==> src/rtl/fetch_pkg.sv <==
// Shared fetch-stage types and constants: FSM state encoding, XLEN, PC step.
package fetch_pkg;
  localparam int          XLEN    = 32;
  localparam logic [31:0] PC_STEP = 32'd4;

  typedef enum logic [1:0] {
    BOOT  = 2'd0,
    REQ   = 2'd1,
    WAIT  = 2'd2,
    DRAIN = 2'd3
  } fetch_state_e;
endpackage

==> src/rtl/fetch_ctrl_if.sv <==
// Instruction-memory request/response bus between fetch_ctrl (master) and imem (slave).
interface fetch_ctrl_if;
  import fetch_pkg::*;

  logic            imem_req;
  logic [XLEN-1:0] imem_addr;
  logic            imem_gnt;
  logic            imem_rvalid;
  logic [XLEN-1:0] imem_rdata;

  modport master (output imem_req, imem_addr, input imem_gnt, imem_rvalid, imem_rdata);
  modport slave  (input imem_req, imem_addr, output imem_gnt, imem_rvalid, imem_rdata);
endinterface

==> src/rtl/fetch_ctrl.sv <==
// Fetch-stage sequencer: drives the PC write port, one-outstanding imem requests and the IF/ID slot.
// Optional trap override is compiled in with `define FETCH_CTRL_TRAP_EN.
module fetch_ctrl
  import fetch_pkg::*;
#(
  parameter logic [XLEN-1:0] RESET_PC = 32'h0000_0000,
  parameter logic [XLEN-1:0] TRAP_VEC = 32'h0000_0100
) (
  input  logic            clk,
  input  logic            reset,
  input  logic [XLEN-1:0] pc,
  output logic            pc_we,
  output logic [XLEN-1:0] next_pc,
  input  logic            stall,
  input  logic            redirect_valid,
  input  logic [XLEN-1:0] redirect_pc,
`ifdef FETCH_CTRL_TRAP_EN
  input  logic            trap,
`endif
  fetch_ctrl_if.master    imem,
  output logic            if_valid,
  output logic [XLEN-1:0] if_pc,
  output logic [XLEN-1:0] if_instr
);

  fetch_state_e    state_q;
  logic            if_valid_q;
  logic [XLEN-1:0] if_pc_q;
  logic [XLEN-1:0] if_instr_q;

  logic            ovr;
  logic [XLEN-1:0] ovr_pc;
  logic            req;
  logic            capture;

  // Trap and redirect share one override path; trap takes precedence.
`ifdef FETCH_CTRL_TRAP_EN
  assign ovr    = trap | redirect_valid;
  assign ovr_pc = trap ? TRAP_VEC : redirect_pc;
`else
  logic unused_trap_vec;
  assign unused_trap_vec = ^TRAP_VEC;
  assign ovr    = redirect_valid;
  assign ovr_pc = redirect_pc;
`endif

  // Only request when the slot will be free by the time the response lands.
  assign req     = !reset && (state_q == REQ) && (!if_valid_q || !stall);
  assign capture = (state_q == WAIT) && imem.imem_rvalid && !ovr;

  assign imem.imem_req  = req;
  assign imem.imem_addr = pc;

  always_comb begin
    pc_we   = 1'b0;
    next_pc = pc;
    if (!reset) begin
      if (state_q == BOOT) begin
        pc_we   = 1'b1;
        next_pc = RESET_PC;
      end else if (ovr) begin
        pc_we   = 1'b1;
        next_pc = ovr_pc;
      end else if (capture) begin
        pc_we   = 1'b1;
        next_pc = pc + PC_STEP;
      end
    end
  end

  always_ff @(posedge clk) begin
    if (reset) begin
      state_q    <= BOOT;
      if_valid_q <= 1'b0;
      if_pc_q    <= '0;
      if_instr_q <= '0;
    end else begin
      unique case (state_q)
        BOOT:  state_q <= REQ;
        // A grant coinciding with an override fetched the old PC, so drain it.
        REQ:   if (req && imem.imem_gnt) state_q <= ovr ? DRAIN : WAIT;
        WAIT:  if (imem.imem_rvalid) state_q <= REQ;
               else if (ovr)         state_q <= DRAIN;
        DRAIN: if (imem.imem_rvalid) state_q <= REQ;
        default: state_q <= BOOT;
      endcase

      if (state_q != BOOT) begin
        if (ovr) begin
          if_valid_q <= 1'b0;
        end else if (capture) begin
          if_valid_q <= 1'b1;
          if_pc_q    <= pc;
          if_instr_q <= imem.imem_rdata;
        end else if (if_valid_q && !stall) begin
          if_valid_q <= 1'b0;
        end
      end
    end
  end

  assign if_valid = if_valid_q;
  assign if_pc    = if_pc_q;
  assign if_instr = if_instr_q;

endmodule

==> src/flat_wrapper.sv <==
// flat-port wrapper written by rule: the top's interface ports become plain ports
module fetch_ctrl_flat import fetch_pkg::*;
#(
  parameter logic [XLEN-1:0] RESET_PC = 32'h0000_0000,
  parameter logic [XLEN-1:0] TRAP_VEC = 32'h0000_0100
)
  (clk, reset, pc, pc_we, next_pc, stall, redirect_valid, redirect_pc, if_valid, if_pc, if_instr, imem_imem_req, imem_imem_addr, imem_imem_gnt, imem_imem_rvalid, imem_imem_rdata);
  fetch_ctrl_if imem_i ();
  input  logic clk;
  input  logic reset;
  input  logic [XLEN-1:0] pc;
  output logic pc_we;
  output logic [XLEN-1:0] next_pc;
  input  logic stall;
  input  logic redirect_valid;
  input  logic [XLEN-1:0] redirect_pc;
  output logic if_valid;
  output logic [XLEN-1:0] if_pc;
  output logic [XLEN-1:0] if_instr;
  output wire logic [$bits(imem_i.imem_req)-1:0] imem_imem_req;
  output wire logic [$bits(imem_i.imem_addr)-1:0] imem_imem_addr;
  input wire logic [$bits(imem_i.imem_gnt)-1:0] imem_imem_gnt;
  input wire logic [$bits(imem_i.imem_rvalid)-1:0] imem_imem_rvalid;
  input wire logic [$bits(imem_i.imem_rdata)-1:0] imem_imem_rdata;
  assign imem_imem_req = imem_i.imem_req;
  assign imem_imem_addr = imem_i.imem_addr;
  assign imem_i.imem_gnt = imem_imem_gnt;
  assign imem_i.imem_rvalid = imem_imem_rvalid;
  assign imem_i.imem_rdata = imem_imem_rdata;
  fetch_ctrl #(.RESET_PC(RESET_PC), .TRAP_VEC(TRAP_VEC)) u_core (.clk(clk), .reset(reset), .pc(pc), .pc_we(pc_we), .next_pc(next_pc), .stall(stall), .redirect_valid(redirect_valid), .redirect_pc(redirect_pc), .imem(imem_i), .if_valid(if_valid), .if_pc(if_pc), .if_instr(if_instr));
endmodule
==> config.mk <==
export PLATFORM = sky130hd
export DESIGN_NAME = fetch_ctrl_flat
export DESIGN_NICKNAME = d
export VERILOG_FILES = /design/src/rtl/fetch_pkg.sv /design/src/rtl/fetch_ctrl_if.sv /design/src/rtl/fetch_ctrl.sv /design/src/flat_wrapper.sv
export SDC_FILE = /design/constraint.sdc
export NUM_CORES = 1
export LEC_CHECK = 0
export CELL_PAD_IN_SITES_DETAIL_PLACEMENT = 1
export CELL_PAD_IN_SITES_GLOBAL_PLACEMENT = 1
export CORE_MARGIN = 3
export CORE_UTILIZATION = 25
export CTS_BUF_LIST = sky130_fd_sc_hd__clkbuf_16
export CTS_CLUSTER_SIZE = 16
export DETAILED_ROUTE_END_ITERATION = 16
export MAX_ROUTING_LAYER = met4
export PLACE_DENSITY = 0.77
export SLEW_MARGIN = 30
export SYNTH_ARGS = -nofsm -noshare
export SYNTH_HDL_FRONTEND = slang
export SYNTH_SLANG_ARGS = --single-unit
export TNS_END_PERCENT = 5
==> constraint.sdc <==
create_clock -name clk -period 3 [get_ports clk]
set_clock_uncertainty 0.1 [all_clocks]
set_input_delay 0.6 -clock clk [delete_from_list [all_inputs] [get_ports clk]]
set_output_delay 0.6 -clock clk [all_outputs]
set_load 0.01 [all_outputs]
# Yosys cells after proc, flatten, opt, wreduce, memory -nomap -nowiden
# Index checks and enable logic that the tools add are counted.
word_totals:
  word_cells: 46
  reg_bits: 67
  out_inout_bits: 131
  input_bits: 102
classes:
  reduce_logical: 17
  add_sub_neg: 1
  bitwise: 1
  eq_ne: 6
  muxes: 17
ops:
  columns: ["op", "n"]
  rows:
  - ["2-to-1 mux 32 bit", 4]
  - ["adder 32 x 3 -> 32 bit (second input constant)", 1]
  - ["2-to-1 mux 1 bit", 8]
  - ["2-to-1 mux 2 bit", 4]
  - ["case mux 2 bit (4 select lines)", 1]
  - ["logical AND 1 bit", 6]
  - ["AND reduction 3 bit", 2]
  - ["equality test 2 bit (second input constant)", 2]
  - ["logical NOT 1 bit", 4]
  - ["inequality test 2 bit (second input constant)", 2]
  - ["inequality test 3 bit (second input constant)", 1]
  - ["nonzero test 3 bit", 1]
  - ["equality test 2 x 1 -> 1 bit (second input constant)", 1]
  - ["logical NOT 2 bit", 1]
  - ["AND reduction 2 bit", 1]
  - ["nonzero test 2 bit", 1]
  - ["logical OR 1 bit", 1]
  - ["NOT 1 bit", 1]

# Logic depth before layout (Yosys ltp)
depth:
  word_depth: 7
  depth_mapped: 8
  mapped_depth_nobuf: 7

# Worst setup path before layout
# No wires, ideal clock.
synth_path:
  kind: "input-to-output"
  from: "input pc[2]"
  to: "output next_pc[18]"
  t_required_ps: 2300
  path_buffers: 0
  path_slack_ps: 289
  arrival_time_ps: 2011
  path_stages: 5
  path_cell_list: "ha_1 nand3_1 nor4_4 nand4b_1 o311ai_0"
synth_via:
  elab_chain_cells: 5
synth_lines:
  columns: ["element", "line", "text"]
  rows:
  - ["start, declared", "flat_wrapper.sv:11", "input logic [XLEN-1:0] pc;"]
  - ["adder 32 x 3 -> 32 bit", "fetch_ctrl.sv:66", "next_pc = pc + PC_STEP;"]
  - ["2-to-1 mux 32 bit", "fetch_ctrl.sv:64", "end else if (capture) begin"]
  - ["2-to-1 mux 32 bit", "fetch_ctrl.sv:61", "end else if (ovr) begin"]
  - ["2-to-1 mux 32 bit", "fetch_ctrl.sv:58", "if (state_q == BOOT) begin"]
  - ["2-to-1 mux 32 bit", "fetch_ctrl.sv:57", "if (!reset) begin"]
  - ["end, declared", "flat_wrapper.sv:13", "output logic [XLEN-1:0] next_pc;"]
# No other way between the ends.

# Final worst setup path
layout_path:
  from: "input pc[27]"
  to: "output next_pc[31]"
# Same word-level chain as after synthesis.

==> run metrics <==
run status=complete, but fails checks; failing checks=setup timing; Least-Margin Pin Slew=556 ps; Die Span Y=131 µm; gr busiest metal=met2; maximum VDD drop=0.285 mV; cell at the slowest stage of the critical path=clkdlybuf4s50_1; fin util=48.3%; TritonCTS buffer count=9; synthesis warning total=0; drt pass-1 iters=4; minimum clock period=3010 ps; global-route track usage on met2=38.4%; RSZ-0062 raised after global routing=yes; Synth Register Bits=67; # clock sinks=67; GR Overflow Total=0; initial antenna violation count=2; Final ANT Viol Nets=0; vias in the first global route=5258; Nets=938; filler instances=1857; Residual DRC=0; starting density of the core=25.6%; Longest Clk Path Bufs=2; fraction of the yosys area taken by sequential cells=34.3%; syn_area_per_cell=7.13 µm²; DR vias/cell=4.92; critical path class=primary input to primary output; largest net degree at the start of global routing=65; Die Footprint=17200 µm²; final setup margin=-6.70 ps; max-cap violations=0; Max Transition Viols Final=0; htree depth=3; Final Hold Fails=0; IO buf count=232; Post-Synthesis Cell Area=3900 µm²; post-DP HPWL=15000 µm; Syn Nets=655; crit-path max FO=3; wire length per cell=18.5 µm; met1 Usage GRT=25.7%; # IOs=233; CTS tree=done; routability cong.=0.885; met3 GRT Util=5.53%; CP Cell Sequence=clkdlybuf4s50_1 -> and2_4 -> and4_1 -> nand4_1 -> a21o_1 -> a221o_1 -> buf_2; first-pass GRT wire length=28700 µm; area delta synth->final=88.8%; Post-Layout Inst Area=7370 µm²; leakage power=2.91 nW; Row Count=45; Placed Area=6910 µm²; root buf cell=clkbuf_16; EDFF count, synth=0; Total Wirelength=19400 µm; ratio of final minimum period to clock period=100%; cell count after synthesis=548; via count=5163; CP max stage delay=490 ps; PD cells=433 nW/µm²; Core Footprint=15300 µm²; CTS Hold Bufs=0; Hold Crit Class=flop to flop; Top FF cell, synth=dfxtp_1; Setup Viol. Count Final=1; Clock transition at path regs=60 ps; fmax=333 MHz; worst path required time=2300 ps; WP buf/inv=2; share of cells above drive strength 1=22.7%; Yosys cell types=52; gr usage total=22.4%; Critical Path Start Type=primary input; ys async rst share=0%; cell family contributing the most delay on the critical path=buffers and inverters; Slew headroom=62.9%; worst path arrival time=2310 ps; 1st-iter DRT viols=206; worst skew pair latency=340 ps; Die Width=131 µm; critical path endpoint category=primary output
==> metal layers <==
metal  up-vias  share of wire [%]
met5         -                  0
met4         0                2.4
met3        38                6.1
met2       188                 50
met1      2472                 41
li1       2465                  -
==> cell usage after synthesis (2+ instances only) <==
master / instances / area [µm²]
nand2_1: 142 / 533
a21oi_1: 83 / 415
dfxtp_1: 67 / 1340
buf_4: 32 / 240
clkbuf_1: 30 / 113
o21ai_0: 24 / 120
nor2_1: 20 / 75.1
inv_1: 18 / 67.6
nand4_1: 15 / 93.8
nand3_1: 14 / 70.1
a2bb2oi_1: 6 / 52.6
a31oi_1: 6 / 37.5
a32oi_1: 6 / 52.6
o22ai_1: 6 / 37.5
ha_1: 5 / 62.6
o22a_1: 5 / 43.8
and2_1: 4 / 25.0
nor3_1: 4 / 20.0
o311ai_0: 4 / 35.0
a22oi_1: 3 / 22.5
a41oi_1: 3 / 26.3
and3_1: 3 / 18.8
buf_1: 3 / 11.3
nor2_2: 3 / 18.8
a21o_1: 2 / 15.0
a221o_1: 2 / 20.0
a22o_1: 2 / 17.5
nand4b_1: 2 / 17.5
nor3b_1: 2 / 15.0
nor4_1: 2 / 12.5
nor4_4: 2 / 42.5
o211ai_1: 2 / 15.0
o221ai_1: 2 / 17.5
o41a_1: 2 / 22.5
or2_2: 2 / 12.5
or3_1: 2 / 12.5
or4_1: 2 / 15.0
xor2_1: 2 / 17.5
==> state kept, by name, indices dropped and copies added, names as in the netlist <==
name             flops
u_core.if_instr     32
u_core.if_pc        32
u_core.if_valid      1
u_core.state_q       2
==> power by group <==
group | internal [mW] | switching [mW]
combinational | 0.558 | 0.576
sequential | 0.909 | 0.0137
clock | 0.726 | 0.415
==> worst reg2reg max path: stages, from the launching register on <==
cell and delay, ps:
dfxtp_2 390, inv_1 90, ha_2 210, buf_4 150, inv_1 70, nand2_1 100
buf_4 160, nor2_4 120, buf_12 280, nand2_1 160, a21oi_1 140
==> what timing repair did <==
item	in CTS	in global routing
gates resized for setup	154	51
setup buffers	6	3
endpoints found under the hold margin	0	0
endpoints found under the setup margin	33	29
pin swaps	15	17
==> stage by stage <==
step           setup TNS (ps)  cells  total power, mW  hold slack [ps]  setup slack, ps
2_1_floorplan               0    548             1.39              379              289
3_3_place_gp           -16740   1022             2.05              342             -713
3_5_place_dp           -18120   1022             2.09              348             -756
4_1_cts                  -901   1044             3.21              355            -77.0
5_1_grt                  -306   1049             3.35              372            -75.9
6_report                -6.70   1049             3.20              355            -6.70
==> logic make-up after synthesis <==
logic type	Yosys count	share of synthesized area (%)
AND/OR/NAND/NOR	227	27.1
AO/OA/AOI/OAI	161	25.0
buffers and inverters	85	11.3
flip-flops	67	34.3
adder cells (fa/ha/maj)	5	1.60
XOR/XNOR	2	0.449
multiplexers	1	0.256
==> cell usage in the layout, fill, tap and decap left out, drive strengths merged, types with 9 or more instances in the layout <==
cell / count
clkdlybuf4s50: 171
dlygate4sd2: 15
dlymetal6s2s: 9
nand3: 15
nor2: 23
buf: 126
nand4: 15
dfxtp: 67
clkdlybuf4s15: 9
o21ai: 25
clkbuf: 18
inv: 18
a21oi: 83
nand2: 143
==> layout make-up <==
type                    instances  area [µm²]  share of cell area, %
repair buffers                339        3080                   41.7
multi-input cells             396        2300                   31.2
clock inverters                 7        91.3                   1.24
flip-flops and latches         67        1340                   18.2
inverters                      18        71.3                  0.967
diodes                          2        5.00                 0.0679
clock buffers                   9         225                   3.05
well taps                     211         264                   3.58
==> final timing paths <==
path | start | to | slack, ps | cells past startpoint
setup / recovery | pc[27] | next_pc[31] | -7 | 7
hold / removal | u_core.if_pc[13] | u_core.if_pc[13] | 350 | 2
setup reg to reg | u_core.state_q[1] | u_core.if_instr[20] | 960 | 10
hold reg to reg | u_core.if_pc[13] | u_core.if_pc[13] | 350 | 2
Power figures use the tool's default switching activity.
